$ cat src/rtl/regfile_pkg.sv
// Shared types and constants for the register-file write-back sequencer.
// Entry layout is fixed to the 5-bit address / 64-bit data register file.
package regfile_pkg;

    localparam logic [4:0] XZR_ADDR = 5'd31;
    localparam int         NUM_REGS = 32;

    typedef struct packed {
        logic [4:0]  wa;
        logic [63:0] wd;
    } wb_entry_t;

    // X31 reads as zero, so any write aimed at it is dropped.
    function automatic logic is_xzr(input logic [4:0] wa);
        return wa == XZR_ADDR;
    endfunction

endpackage

$ cat src/rtl/regfile_writeback_if.sv
// Result-source handshakes and register-file write port of the write-back sequencer.
// master = execute/memory side (and observer), slave = the sequencer.
interface regfile_writeback_if
    import regfile_pkg::*;
#(
    parameter int DATA_W = 64,
    parameter int ADDR_W = 5
);
    logic                alu_valid;
    logic                alu_ready;
    logic [ADDR_W-1:0]   alu_wa;
    logic [DATA_W-1:0]   alu_wd;

    logic                ld_valid;
    logic                ld_ready;
    logic [ADDR_W-1:0]   ld_wa;
    logic [DATA_W-1:0]   ld_wd;

    logic                we3;
    logic [ADDR_W-1:0]   wa3;
    logic [DATA_W-1:0]   wd3;
    logic [NUM_REGS-1:0] pending;

    modport master (
        output alu_valid, alu_wa, alu_wd, ld_valid, ld_wa, ld_wd,
        input  alu_ready, ld_ready, we3, wa3, wd3, pending
    );

    modport slave (
        input  alu_valid, alu_wa, alu_wd, ld_valid, ld_wa, ld_wd,
        output alu_ready, ld_ready, we3, wa3, wd3, pending
    );

endinterface

$ cat src/rtl/regfile_writeback_wb_fifo.sv
// In-order load-return buffer. Exposes every slot plus a per-slot valid vector
// so the parent can search for queued destinations without reading through the head.
module wb_fifo
    import regfile_pkg::*;
#(
    parameter int DEPTH = 4
) (
    input  logic                        clk,
    input  logic                        reset_n,
    input  logic                        push_i,
    input  wb_entry_t                   push_data_i,
    input  logic                        pop_i,
    output wb_entry_t                   head_o,
    output logic [$clog2(DEPTH+1)-1:0]  count_o,
    output logic [DEPTH-1:0]            valid_o,
    output wb_entry_t [DEPTH-1:0]       entries_o
);

    localparam int PTR_W = (DEPTH > 1) ? $clog2(DEPTH) : 1;
    localparam int CNT_W = $clog2(DEPTH+1);

    wb_entry_t [DEPTH-1:0] mem_q;
    logic [DEPTH-1:0]      valid_q, valid_d;
    logic [PTR_W-1:0]      wr_ptr_q, wr_ptr_d;
    logic [PTR_W-1:0]      rd_ptr_q, rd_ptr_d;
    logic [CNT_W-1:0]      count_q, count_d;

    // Payload needs no reset: a slot is only ever observed through valid_q.
    always_ff @(posedge clk) begin
        if (push_i) begin
            mem_q[wr_ptr_q] <= push_data_i;
        end
    end

    always_comb begin
        wr_ptr_d = wr_ptr_q;
        rd_ptr_d = rd_ptr_q;
        count_d  = count_q;
        valid_d  = valid_q;
        if (pop_i) begin
            rd_ptr_d          = rd_ptr_q + PTR_W'(1);
            valid_d[rd_ptr_q] = 1'b0;
        end
        if (push_i) begin
            wr_ptr_d          = wr_ptr_q + PTR_W'(1);
            valid_d[wr_ptr_q] = 1'b1;
        end
        case ({push_i, pop_i})
            2'b10:   count_d = count_q + CNT_W'(1);
            2'b01:   count_d = count_q - CNT_W'(1);
            default: count_d = count_q;
        endcase
    end

    always_ff @(posedge clk or negedge reset_n) begin
        if (!reset_n) begin
            wr_ptr_q <= '0;
            rd_ptr_q <= '0;
            count_q  <= '0;
            valid_q  <= '0;
        end else begin
            wr_ptr_q <= wr_ptr_d;
            rd_ptr_q <= rd_ptr_d;
            count_q  <= count_d;
            valid_q  <= valid_d;
        end
    end

    assign head_o    = mem_q[rd_ptr_q];
    assign count_o   = count_q;
    assign valid_o   = valid_q;
    assign entries_o = mem_q;

endmodule

$ cat src/rtl/regfile_writeback.sv
// Merges ALU results and buffered load returns onto the single register-file
// write port, keeping per-register write order and dropping writes to X31.
module regfile_writeback
    import regfile_pkg::*;
#(
    parameter int DATA_W = 64,
    parameter int ADDR_W = 5,
    parameter int DEPTH  = 4
) (
    input  logic              clk,
    input  logic              reset_n,
    regfile_writeback_if.slave wb
);

    localparam int CNT_W = $clog2(DEPTH+1);

    wb_entry_t             head;
    wb_entry_t [DEPTH-1:0] entries;
    wb_entry_t             push_data;
    wb_entry_t             cand;
    logic [DEPTH-1:0]      ent_valid;
    logic [CNT_W-1:0]      count;
    logic [NUM_REGS-1:0]   pending;

    logic full, empty, hazard;
    logic alu_ready, ld_ready, alu_acc, push, pop, cand_vld;

    logic              we3_q, we3_d;
    logic [ADDR_W-1:0] wa3_q, wa3_d;
    logic [DATA_W-1:0] wd3_q, wd3_d;

    wb_fifo #(.DEPTH(DEPTH)) u_fifo (
        .clk         (clk),
        .reset_n     (reset_n),
        .push_i      (push),
        .push_data_i (push_data),
        .pop_i       (pop),
        .head_o      (head),
        .count_o     (count),
        .valid_o     (ent_valid),
        .entries_o   (entries)
    );

    always_comb begin
        pending = '0;
        for (int i = 0; i < DEPTH; i++) begin
            if (ent_valid[i]) begin
                pending[entries[i].wa] = 1'b1;
            end
        end
        pending[XZR_ADDR] = 1'b0;
    end

    // An ALU write may not overtake an older queued load to the same register.
    assign hazard    = wb.alu_valid & ~is_xzr(wb.alu_wa) & pending[wb.alu_wa];
    assign full      = (count == CNT_W'(DEPTH));
    assign empty     = (count == '0);
    assign ld_ready  = ~full;
    assign alu_ready = ~full & ~hazard;
    assign alu_acc   = wb.alu_valid & alu_ready;
    assign push      = wb.ld_valid & ld_ready;
    assign pop       = ~alu_acc & ~empty;

    assign push_data.wa = wb.ld_wa;
    assign push_data.wd = wb.ld_wd;

    always_comb begin
        cand_vld = 1'b0;
        cand     = head;
        if (alu_acc) begin
            cand_vld = 1'b1;
            cand.wa  = wb.alu_wa;
            cand.wd  = wb.alu_wd;
        end else if (pop) begin
            cand_vld = 1'b1;
        end
    end

    always_comb begin
        we3_d = 1'b0;
        wa3_d = wa3_q;
        wd3_d = wd3_q;
        if (cand_vld) begin
            we3_d = ~is_xzr(cand.wa);
            wa3_d = cand.wa;
            wd3_d = cand.wd;
        end
    end

    always_ff @(posedge clk or negedge reset_n) begin
        if (!reset_n) begin
            we3_q <= 1'b0;
            wa3_q <= '0;
            wd3_q <= '0;
        end else begin
            we3_q <= we3_d;
            wa3_q <= wa3_d;
            wd3_q <= wd3_d;
        end
    end

    assign wb.alu_ready = alu_ready;
    assign wb.ld_ready  = ld_ready;
    assign wb.we3       = we3_q;
    assign wb.wa3       = wa3_q;
    assign wb.wd3       = wd3_q;
    assign wb.pending   = pending;

endmodule
$ cat src/flat_wrapper.sv
// flat-port wrapper written by rule: the top's interface ports become plain ports
module regfile_writeback_flat import regfile_pkg::*;
#(
    parameter int DATA_W = 64,
    parameter int ADDR_W = 5,
    parameter int DEPTH  = 4
)
  (clk, reset_n, wb_alu_valid, wb_alu_wa, wb_alu_wd, wb_ld_valid, wb_ld_wa, wb_ld_wd, wb_alu_ready, wb_ld_ready, wb_we3, wb_wa3, wb_wd3, wb_pending);
  regfile_writeback_if #(.DATA_W(DATA_W), .ADDR_W(ADDR_W)) wb_i ();
  input  logic clk;
  input  logic reset_n;
  input wire logic [$bits(wb_i.alu_valid)-1:0] wb_alu_valid;
  input wire logic [$bits(wb_i.alu_wa)-1:0] wb_alu_wa;
  input wire logic [$bits(wb_i.alu_wd)-1:0] wb_alu_wd;
  input wire logic [$bits(wb_i.ld_valid)-1:0] wb_ld_valid;
  input wire logic [$bits(wb_i.ld_wa)-1:0] wb_ld_wa;
  input wire logic [$bits(wb_i.ld_wd)-1:0] wb_ld_wd;
  output wire logic [$bits(wb_i.alu_ready)-1:0] wb_alu_ready;
  output wire logic [$bits(wb_i.ld_ready)-1:0] wb_ld_ready;
  output wire logic [$bits(wb_i.we3)-1:0] wb_we3;
  output wire logic [$bits(wb_i.wa3)-1:0] wb_wa3;
  output wire logic [$bits(wb_i.wd3)-1:0] wb_wd3;
  output wire logic [$bits(wb_i.pending)-1:0] wb_pending;
  assign wb_i.alu_valid = wb_alu_valid;
  assign wb_i.alu_wa = wb_alu_wa;
  assign wb_i.alu_wd = wb_alu_wd;
  assign wb_i.ld_valid = wb_ld_valid;
  assign wb_i.ld_wa = wb_ld_wa;
  assign wb_i.ld_wd = wb_ld_wd;
  assign wb_alu_ready = wb_i.alu_ready;
  assign wb_ld_ready = wb_i.ld_ready;
  assign wb_we3 = wb_i.we3;
  assign wb_wa3 = wb_i.wa3;
  assign wb_wd3 = wb_i.wd3;
  assign wb_pending = wb_i.pending;
  regfile_writeback #(.DATA_W(DATA_W), .ADDR_W(ADDR_W), .DEPTH(DEPTH)) u_core (.clk(clk), .reset_n(reset_n), .wb(wb_i));
endmodule
$ cat config.mk
export PLATFORM = sky130hd
export DESIGN_NAME = regfile_writeback_flat
export DESIGN_NICKNAME = d
export VERILOG_FILES = /design/src/rtl/regfile_pkg.sv /design/src/rtl/regfile_writeback_if.sv /design/src/rtl/regfile_writeback_wb_fifo.sv /design/src/rtl/regfile_writeback.sv /design/src/flat_wrapper.sv
export SDC_FILE = /design/constraint.sdc
export NUM_CORES = 1
export LEC_CHECK = 0
export BUFFER_PORTS_ARGS = -buffer_cell sky130_fd_sc_hd__buf_4
export CELL_PAD_IN_SITES_DETAIL_PLACEMENT = 0
export CELL_PAD_IN_SITES_GLOBAL_PLACEMENT = 2
export CORE_UTILIZATION = 41
export CTS_BUF_LIST = sky130_fd_sc_hd__clkbuf_4 sky130_fd_sc_hd__clkbuf_8 sky130_fd_sc_hd__clkbuf_16
export DETAILED_ROUTE_END_ITERATION = 12
export PLACE_DENSITY = 0.88
export SLEW_MARGIN = 5
export SYNTH_ARGS = -nofsm -noshare
export SYNTH_HDL_FRONTEND = slang
export SYNTH_SLANG_ARGS = --single-unit
$ cat constraint.sdc
create_clock -name clk -period 3.84 [get_ports clk]
set_input_delay 0 -clock clk [delete_from_list [all_inputs] [get_ports clk]]
set_output_delay 0 -clock clk [all_outputs]
set_load 0.01 [all_outputs]
==> flow_summary_export.csv, run 1 <==
group,metric,value,unit
run_status,outcome,"finished, final reports clean",
power,p_clk_frac,0.253,
logic_synthesis,ys_seq_area_frac,0.649,
routing,drtPass1Iterations,5,
min_path,hp-class,"in2async",
sta,min_period,3.65,ns
final_layout,n_fill_cell,3051,
setup_path,r2r_start,"u_core.u_fifo.entries_o[68]$_DFFE_PP_",
clocking,cts_htree_levels,2,
setup_path,rr_endpoint,"u_core.u_fifo.count_o[2]$_DFFE_PN0P_",
sta,holdWs,0.0826,ns
setup_path,crit_arrival,4.12,ns
floorplan,core,0.0379,mm²
setup_path,worst-path-buf-inv,3,
logic_synthesis,synth-seq-cells,357,
sta,hold_violations,0,
routing,drt_iter0_markers,571,
sta,slew_viol_final,0,
floorplan,die_area,0.0396,mm²
clocking,clock_latency,0.54,ns
floorplan,die-height,199,µm
clocking,cts_tree,"done",
routing,wl_per_cell,20.6,µm
final_layout,flow.area_growth_from_synthesis,32.6,%
logic_synthesis,yosysTopAreaCell,"edfxtp_1",
global_route,overflow,0,
global_route,grt_pass1_wl,61300,µm
global_route,grt_pass1_vias,10800,
final_layout,layout.nets,1569,
routing,vias,10300,
setup_path,critPathLaunchType,"register",
routing,dr_wl_met2,19900,µm
routing,drtAntennaViolNets,0,
power,p_int,10.5,mW
setup_path,r2r_slack,0.19,ns
clocking,post-cts-setup-buffers,0,
power,leakage,8.35,nW
sta,fmax,274,MHz
setup_path,endpoint_kind,"register",
sta,min_period_over_period,0.951,
setup_path,cp_cell_sequence,"nand4b_1, o22a_1, nor4b_1, nor4_1, buf_4, o22a_1, a21oi_2, a211o_1, inv_1, ha_1, inv_1, fa_1, xor2_1, nor2_1, xor2_1",
logic_synthesis,synth_edf_count,276,
power,switching_share,0.310,
power,sequentialPowerShare,0.392,
logic_synthesis,syn_nets,1173,
logic_synthesis,yosys.cell_types.count,66,
placement,place_hpwl,25900,µm
logic_synthesis,yosysWarnings,0,
logic_synthesis,async_flop_share,0.227,
setup_path,r2r_cells,15,
setup_path,crit_slowest_cell,"edfxtp_1",
clocking,clkSinkCount,357,
clocking,cts_inserted_buffers,39,
power,p_comb_frac,0.355,
job,max_cap_violations,0,
logic_synthesis,yosysMostFrequentCell,"edfxtp_1",
logic_synthesis,synth_area_leaders,"edfxtp_1 (52%), dfrtp_1 (13%), mux4_2 (9.9%)",
power,p_sw,4.70,mW
sta,skew,0.0166,ns
final_layout,drive_gt1_frac,0.347,
routing,wl_met3,2040,µm
routing,highest_layer,"met4",
routing,route.detailed.drc,0,
setup_path,crit_family,"simple AND/OR/NAND/NOR gates",
sta,setup_violations,0,
sta,worstMarginPinSlew,1.03,ns
logic_synthesis,synth_top_area_share,0.521,
floorplan,initial_utilization,0.419,
clocking,clock_path_buffers,3,
setup_path,path_max_fanout,10,
routing,wl,40400,µm
setup_path,cpPeakStageDelay,0.56,ns
routing,avgViaCountPerCell,5.24,
power,powerDensity,719,mW/mm²
setup_path,crit_type,"reg2reg",
sta,slew_headroom,0.316,
floorplan,std_cell_rows,71,
global_route,antenna_found_initial,1,
floorplan,ioPinCount,246,
clocking,clkTransAtPathRegs,0.06,ns
logic_synthesis,syn_inst,1021,
logic_synthesis,avgSynthCellArea,15.6,µm²
final_layout,postLayoutCoreUtil,0.556,
placement,portBuffers,244,
logic_synthesis,syn_area,0.0159,mm²
logic_synthesis,synth_common_cells,"edfxtp_1 (276), nand2_1 (214), dfrtp_1 (81)",
placement,post-place-ws,0.243,ns
setup_path,cp.required,4.31,ns
routing,met1_length,17200,µm
sta,worst_slack,0.187,ns
global_route,track_usage,0.207,
placement,gp_congestion,0.913,
logic_synthesis,synthFlopType,"edfxtp_1",
clocking,cts_root_buf,"clkbuf_16",
floorplan,die_x,199,µm
power,peakVddDrop,0.000525,V
global_route,grt_max_degree,74,
-- layout by cell type (no fill, tap or decap), drive strengths merged, types with 3 or more instances in the layout --
master / Yosys / layout
a22oi: 5 / 5
and3: 7 / 7
nor3: 9 / 9
dfrtp: 81 / 81
mux2i: 6 / 6
clkinv: 0 / 7
clkbuf: 20 / 60
or3: 4 / 4
a211o: 4 / 4
o21ai: 4 / 4
a2111oi: 3 / 3
or2: 9 / 9
nor4: 5 / 5
o221ai: 3 / 3
ha: 9 / 9
mux4: 70 / 70
nand2b: 10 / 10
or3b: 8 / 8
nand3: 4 / 4
nand4b: 10 / 10
o22a: 21 / 21
nand4: 5 / 5
nand3b: 6 / 6
xnor2: 3 / 3
edfxtp: 276 / 276
nand4bb: 9 / 9
nand2: 214 / 214
nor2b: 6 / 6
a21oi: 3 / 3
a221o: 5 / 5
and2: 3 / 3
nor4b: 9 / 9
buf: 34 / 268
dlygate4sd3: 0 / 141
bufinv: 0 / 4
nor2: 28 / 28
mux2: 68 / 68
o22ai: 20 / 20
inv: 16 / 17
-- worst max path at each step --
| stage | start | end | depth (start not counted) |
|---|---|---|---|
| finish | u_core.u_fifo.entries_o[68]$_DFFE_PP_ | u_core.u_fifo.count_o[2]$_DFFE_PN0P_ | 15 |
| global route | u_core.u_fifo.entries_o[66]$_DFFE_PP_ | u_core.u_fifo.count_o[2]$_DFFE_PN0P_ | 15 |
| CTS | u_core.u_fifo.entries_o[205]$_DFFE_PP_ | u_core.u_fifo.count_o[2]$_DFFE_PN0P_ | 14 |
| detailed placement | u_core.u_fifo.entries_o[205]$_DFFE_PP_ | u_core.u_fifo.count_o[2]$_DFFE_PN0P_ | 14 |
| global placement | u_core.u_fifo.entries_o[205]$_DFFE_PP_ | u_core.u_fifo.count_o[2]$_DFFE_PN0P_ | 14 |
| floorplan | u_core.u_fifo.entries_o[136]$_DFFE_PP_ | u_core.u_fifo.count_o[2]$_DFFE_PN0P_ | 14 |
-- sequential cells by signal, summed over array words and instances, names as in the netlist --
| name | cells |
|---|---|
| u_core.u_fifo.count_o | 3 |
| u_core.u_fifo.entries_o | 276 |
| u_core.u_fifo.rd_ptr_q | 2 |
| u_core.u_fifo.valid_o | 4 |
| u_core.u_fifo.wr_ptr_q | 2 |
| u_core.wb.wa3 | 5 |
| u_core.wb.wd3 | 64 |
| u_core.wb.we3 | 1 |
-- final cells by class --
class / instances / area (µm²) / area share
sequential: 357 / 10300 / 0.489
multi-input combinational: 594 / 5260 / 0.249
timing repair buffer: 409 / 3460 / 0.164
clock buffer: 60 / 1170 / 0.0555
tap: 511 / 639 / 0.0303
clock inverter: 12 / 178 / 0.00842
inverter: 16 / 60.1 / 0.00285
antenna: 1 / 2.50 / 0.000119
-- metrics by stage --
step / power [mW] / cell area [µm²] / instances / setup TNS, ns
after CTS: 15.3 / 21100 / 1959 / 0
final: 15.2 / 21100 / 1960 / 0
after floorplan: 9.40 / 15900 / 1021 / 0
after global placement: 11.2 / 18300 / 1746 / 0
after detailed placement: 11.3 / 18300 / 1746 / 0
after global routing: 16.0 / 21100 / 1960 / -0.00306
-- cells by family after synthesis --
group / after synthesis / synth area share
buffers and inverters: 70 / 0.0249
adder cells (fa/ha/maj): 10 / 0.00834
AND/OR/NAND/NOR: 355 / 0.111
AO/OA/AOI/OAI: 79 / 0.0385
other: 1 / 0.000236
XOR/XNOR: 5 / 0.00275
flip-flops: 357 / 0.649
multiplexers: 144 / 0.166
-- what timing repair did --
| item | in CTS | in global routing |
|---|---|---|
| hold endpoints to repair | 404 | 0 |
| resized for setup | 0 | 3 |
| setup endpoints to repair | 0 | 1 |
| hold buffers | 141 | 0 |
-- power groups by stage --
| stage | sequential [mW] | combinational [mW] | clock, mW |
|---|---|---|---|
| 2_1_floorplan | 5.88 | 3.52 | 0 |
| 3_3_place_gp | 5.98 | 5.27 | 0 |
| 3_5_place_dp | 6.04 | 5.30 | 0 |
| 4_1_cts | 5.96 | 5.44 | 3.93 |
| 5_1_grt | 6.08 | 5.85 | 4.07 |
| 6_report | 5.95 | 5.37 | 3.83 |
-- routing by layer --
layer | global-route usage | vias up
li1 | - | 4711
met1 | 0.268 | 5202
met2 | 0.343 | 281
met3 | 0.0341 | 81
met4 | 0.0906 | 0
met5 | 0 | -
No activity file was read; power rests on OpenSTA's default activity.
==> inputs of run 2 (changes only) <==
--- a/config.mk
+++ b/config.mk
@@ -8,10 +8,10 @@
 export BUFFER_PORTS_ARGS = -buffer_cell sky130_fd_sc_hd__buf_4
 export CELL_PAD_IN_SITES_DETAIL_PLACEMENT = 0
 export CELL_PAD_IN_SITES_GLOBAL_PLACEMENT = 2
-export CORE_UTILIZATION = 41
+export CORE_UTILIZATION = 30
 export CTS_BUF_LIST = sky130_fd_sc_hd__clkbuf_4 sky130_fd_sc_hd__clkbuf_8 sky130_fd_sc_hd__clkbuf_16
 export DETAILED_ROUTE_END_ITERATION = 12
-export PLACE_DENSITY = 0.88
+export PLACE_DENSITY = 0.7
 export SLEW_MARGIN = 5
 export SYNTH_ARGS = -nofsm -noshare
 export SYNTH_HDL_FRONTEND = slang
==> run 2 against run 1 <==
Effect of this change: the flow now finishes with violations (DRC); die area up 36%; worst hold slack better by 0.11 ns; via count up 0.86%; maximum frequency up 1.1%; largest power group unchanged.
==> flow_summary_export.csv, run 2 (synthesis results as in run 1) <==
group,metric,value,unit
run_status,outcome,"finished, violations left",
run_status,violations,"DRC",
setup_path,cp.required,4.31,ns
routing,drtAntennaViolNets,0,
setup_path,crit_arrival,4.09,ns
sta,setup_violations,0,
sta,hold_violations,0,
power,p_clk_frac,0.263,
global_route,overflow,0,
min_path,min_from,"wb_ld_wd[37]",
routing,wl,44000,µm
sta,min_period_over_period,0.941,
setup_path,crit_slowest_cell,"nor4b_1",
placement,gp_congestion,0.859,
power,peakVddDrop,0.000428,V
power,p_int,10.7,mW
clocking,cts_tree,"done",
sta,skew,0.0110,ns
sta,rsz0062_at_grt,"false",
setup_path,r2r_start,"u_core.u_fifo.valid_o[2]$_DFF_PN0_",
power,p_sw,4.89,mW
final_layout,final_cell_mix,"edfxtp_1 (276), buf_4 (271), nand2_1 (214)",
sta,slew_headroom,0.281,
sta,slew_viol_final,0,
setup_path,setup.worst_path.start,"u_core.u_fifo.valid_o[2]$_DFF_PN0_",
setup_path,cp_cell_sequence,"buf_4, nor4b_1, a221o_1, mux4_2, o22a_1, a21oi_2, a211o_1, inv_1, ha_1, inv_1, fa_1, xor2_1, nor2_1, xor2_1",
sta,worst_slack,0.227,ns
clocking,clkTransAtPathRegs,0.06,ns
setup_path,path_max_fanout,6,
clocking,clkSinkCount,357,
global_route,grt_pass1_wl,66500,µm
routing,drt_iter0_markers,552,
routing,route.detailed.drc,1,
clocking,clock_latency,0.55,ns
final_layout,flow.area_growth_from_synthesis,35.6,%
global_route,grt_pass1_vias,11100,
power,powerDensity,724,mW/mm²
floorplan,die-height,232,µm
final_layout,final_cell_area,0.0216,mm²
placement,portBuffers,244,
floorplan,initial_utilization,0.303,
power,leakage,8.47,nW
routing,wl_per_cell,20.4,µm
routing,avgViaCountPerCell,4.81,
setup_path,cpPeakStageDelay,0.74,ns
clocking,cts_root_buf,"clkbuf_16",
final_layout,drive_gt1_frac,0.349,
setup_path,critPathLaunchType,"register",
power,p_comb_frac,0.356,
placement,placed_area,0.0187,mm²
sta,fmax,277,MHz
global_route,track_usage,0.164,
global_route,antenna_found_initial,2,
sta,worstMarginPinSlew,1.08,ns
min_path,hp-class,"in2reg",
floorplan,std_cell_rows,84,
global_route,grt_max_degree,74,
job,max_cap_violations,0,
sta,tns,0,ns
routing,vias,10400,
power,switching_share,0.313,
floorplan,die_x,232,µm
floorplan,die_area,0.0539,mm²
clocking,cts-resized-gates,0,
floorplan,ioPinCount,246,
clocking,clock_path_buffers,3,
sta,min_period,3.61,ns
power,sequentialPowerShare,0.381,
clocking,cts_inserted_buffers,41,
setup_path,endpoint_kind,"register",
routing,drtPass1Iterations,9,
placement,place_hpwl,28800,µm
final_layout,final_common_cell,"edfxtp_1",
setup_path,crit_type,"reg2reg",
final_layout,largest_register_ffs,276,
floorplan,core,0.0524,mm²
clocking,cts_htree_levels,2,
final_layout,layout.nets,1585,
placement,post-place-ws,0.308,ns
## run 2: cell types whose count changed in the layout (fill, tap and decap cells not counted), moves of 4 or more
cell / delta
buf_4: +6
buf_12: +6
clkbuf_4: -7
clkinv_1: +4
## run 2: path summary, 6_finish.rpt
check,end,slack [ns],depth (start not counted)
max reg2reg,u_core.u_fifo.count_o[2]$_DFFE_PN0P_,0.23,14
max,u_core.u_fifo.count_o[2]$_DFFE_PN0P_,0.23,14
min in group asynchronous,u_core.u_fifo.wr_ptr_q[0]$_DFFE_PN0P_,0.57,3
min,u_core.u_fifo.entries_o[106]$_DFFE_PP_,0.19,2
max in group asynchronous,u_core.wb.wd3[47]$_DFFE_PN0P_,2.20,4
min reg2reg,u_core.u_fifo.count_o[2]$_DFFE_PN0P_,0.55,1
## run 2: repair_timing
action | in CTS | in global routing
setup endpoints to repair | 0 | 0
hold buffers | 143 | 0
endpoints found under the hold margin | 390 | 0
buffers inserted | 0 | 0
## run 2: final cells by class
type                       instances  area [µm²]
clock buffer                      54        1150
inverter                          16        60.1
multi-input combinational        594        5230
timing repair buffer             423        3650
sequential                       357       10300
fill                            4893       30900
antenna                            1        2.50
tap                              688         861
clock inverter                    22         292
## run 2: power groups by stage
| stage | Clock, mW | Combinational [mW] | Sequential (mW) |
|---|---|---|---|
| 5_1_grt | 4.37 | 6.05 | 6.08 |
| 3_5_place_dp | 0 | 5.57 | 6.05 |
| 6_report | 4.10 | 5.56 | 5.94 |
| 3_3_place_gp | 0 | 5.54 | 6.00 |
| 4_1_cts | 4.22 | 5.70 | 5.97 |
| 2_1_floorplan | 0 | 3.52 | 5.88 |
## run 2: metal layers
layer	global-route usage	wire length, µm	part of all wire	vias to the layer above
li1	-	-	-	4752
met1	0.204	18600	0.42	5297
met2	0.289	22700	0.52	254
met3	0.0308	1910	0.043	58
met4	0.0440	815	0.019	2
met5	0	13	0.00030	-
## run 2: through the flow
stage / instances / hold slack, ns / power [mW] / util
detailed placement: 1935 / 0.0547 / 11.6 / 0.356
floorplan: 1021 / -0.296 / 9.40 / -
finish: 2155 / 0.194 / 15.6 / 0.411
CTS: 2154 / 0.153 / 15.9 / 0.411
global placement: 1935 / 0.0555 / 11.5 / 0.356
global route: 2155 / 0.164 / 16.5 / 0.411
## run 2: critical path: cells and delay by family (launching register included)
kind / cells / cell delay [ns]
xor+xnor: 2 / 0.30
simple gates: 2 / 0.85
buf+inv: 3 / 0.28
compound gates: 4 / 0.87
flops: 1 / 0.46
fa+ha+maj: 2 / 0.52
mux: 1 / 0.24
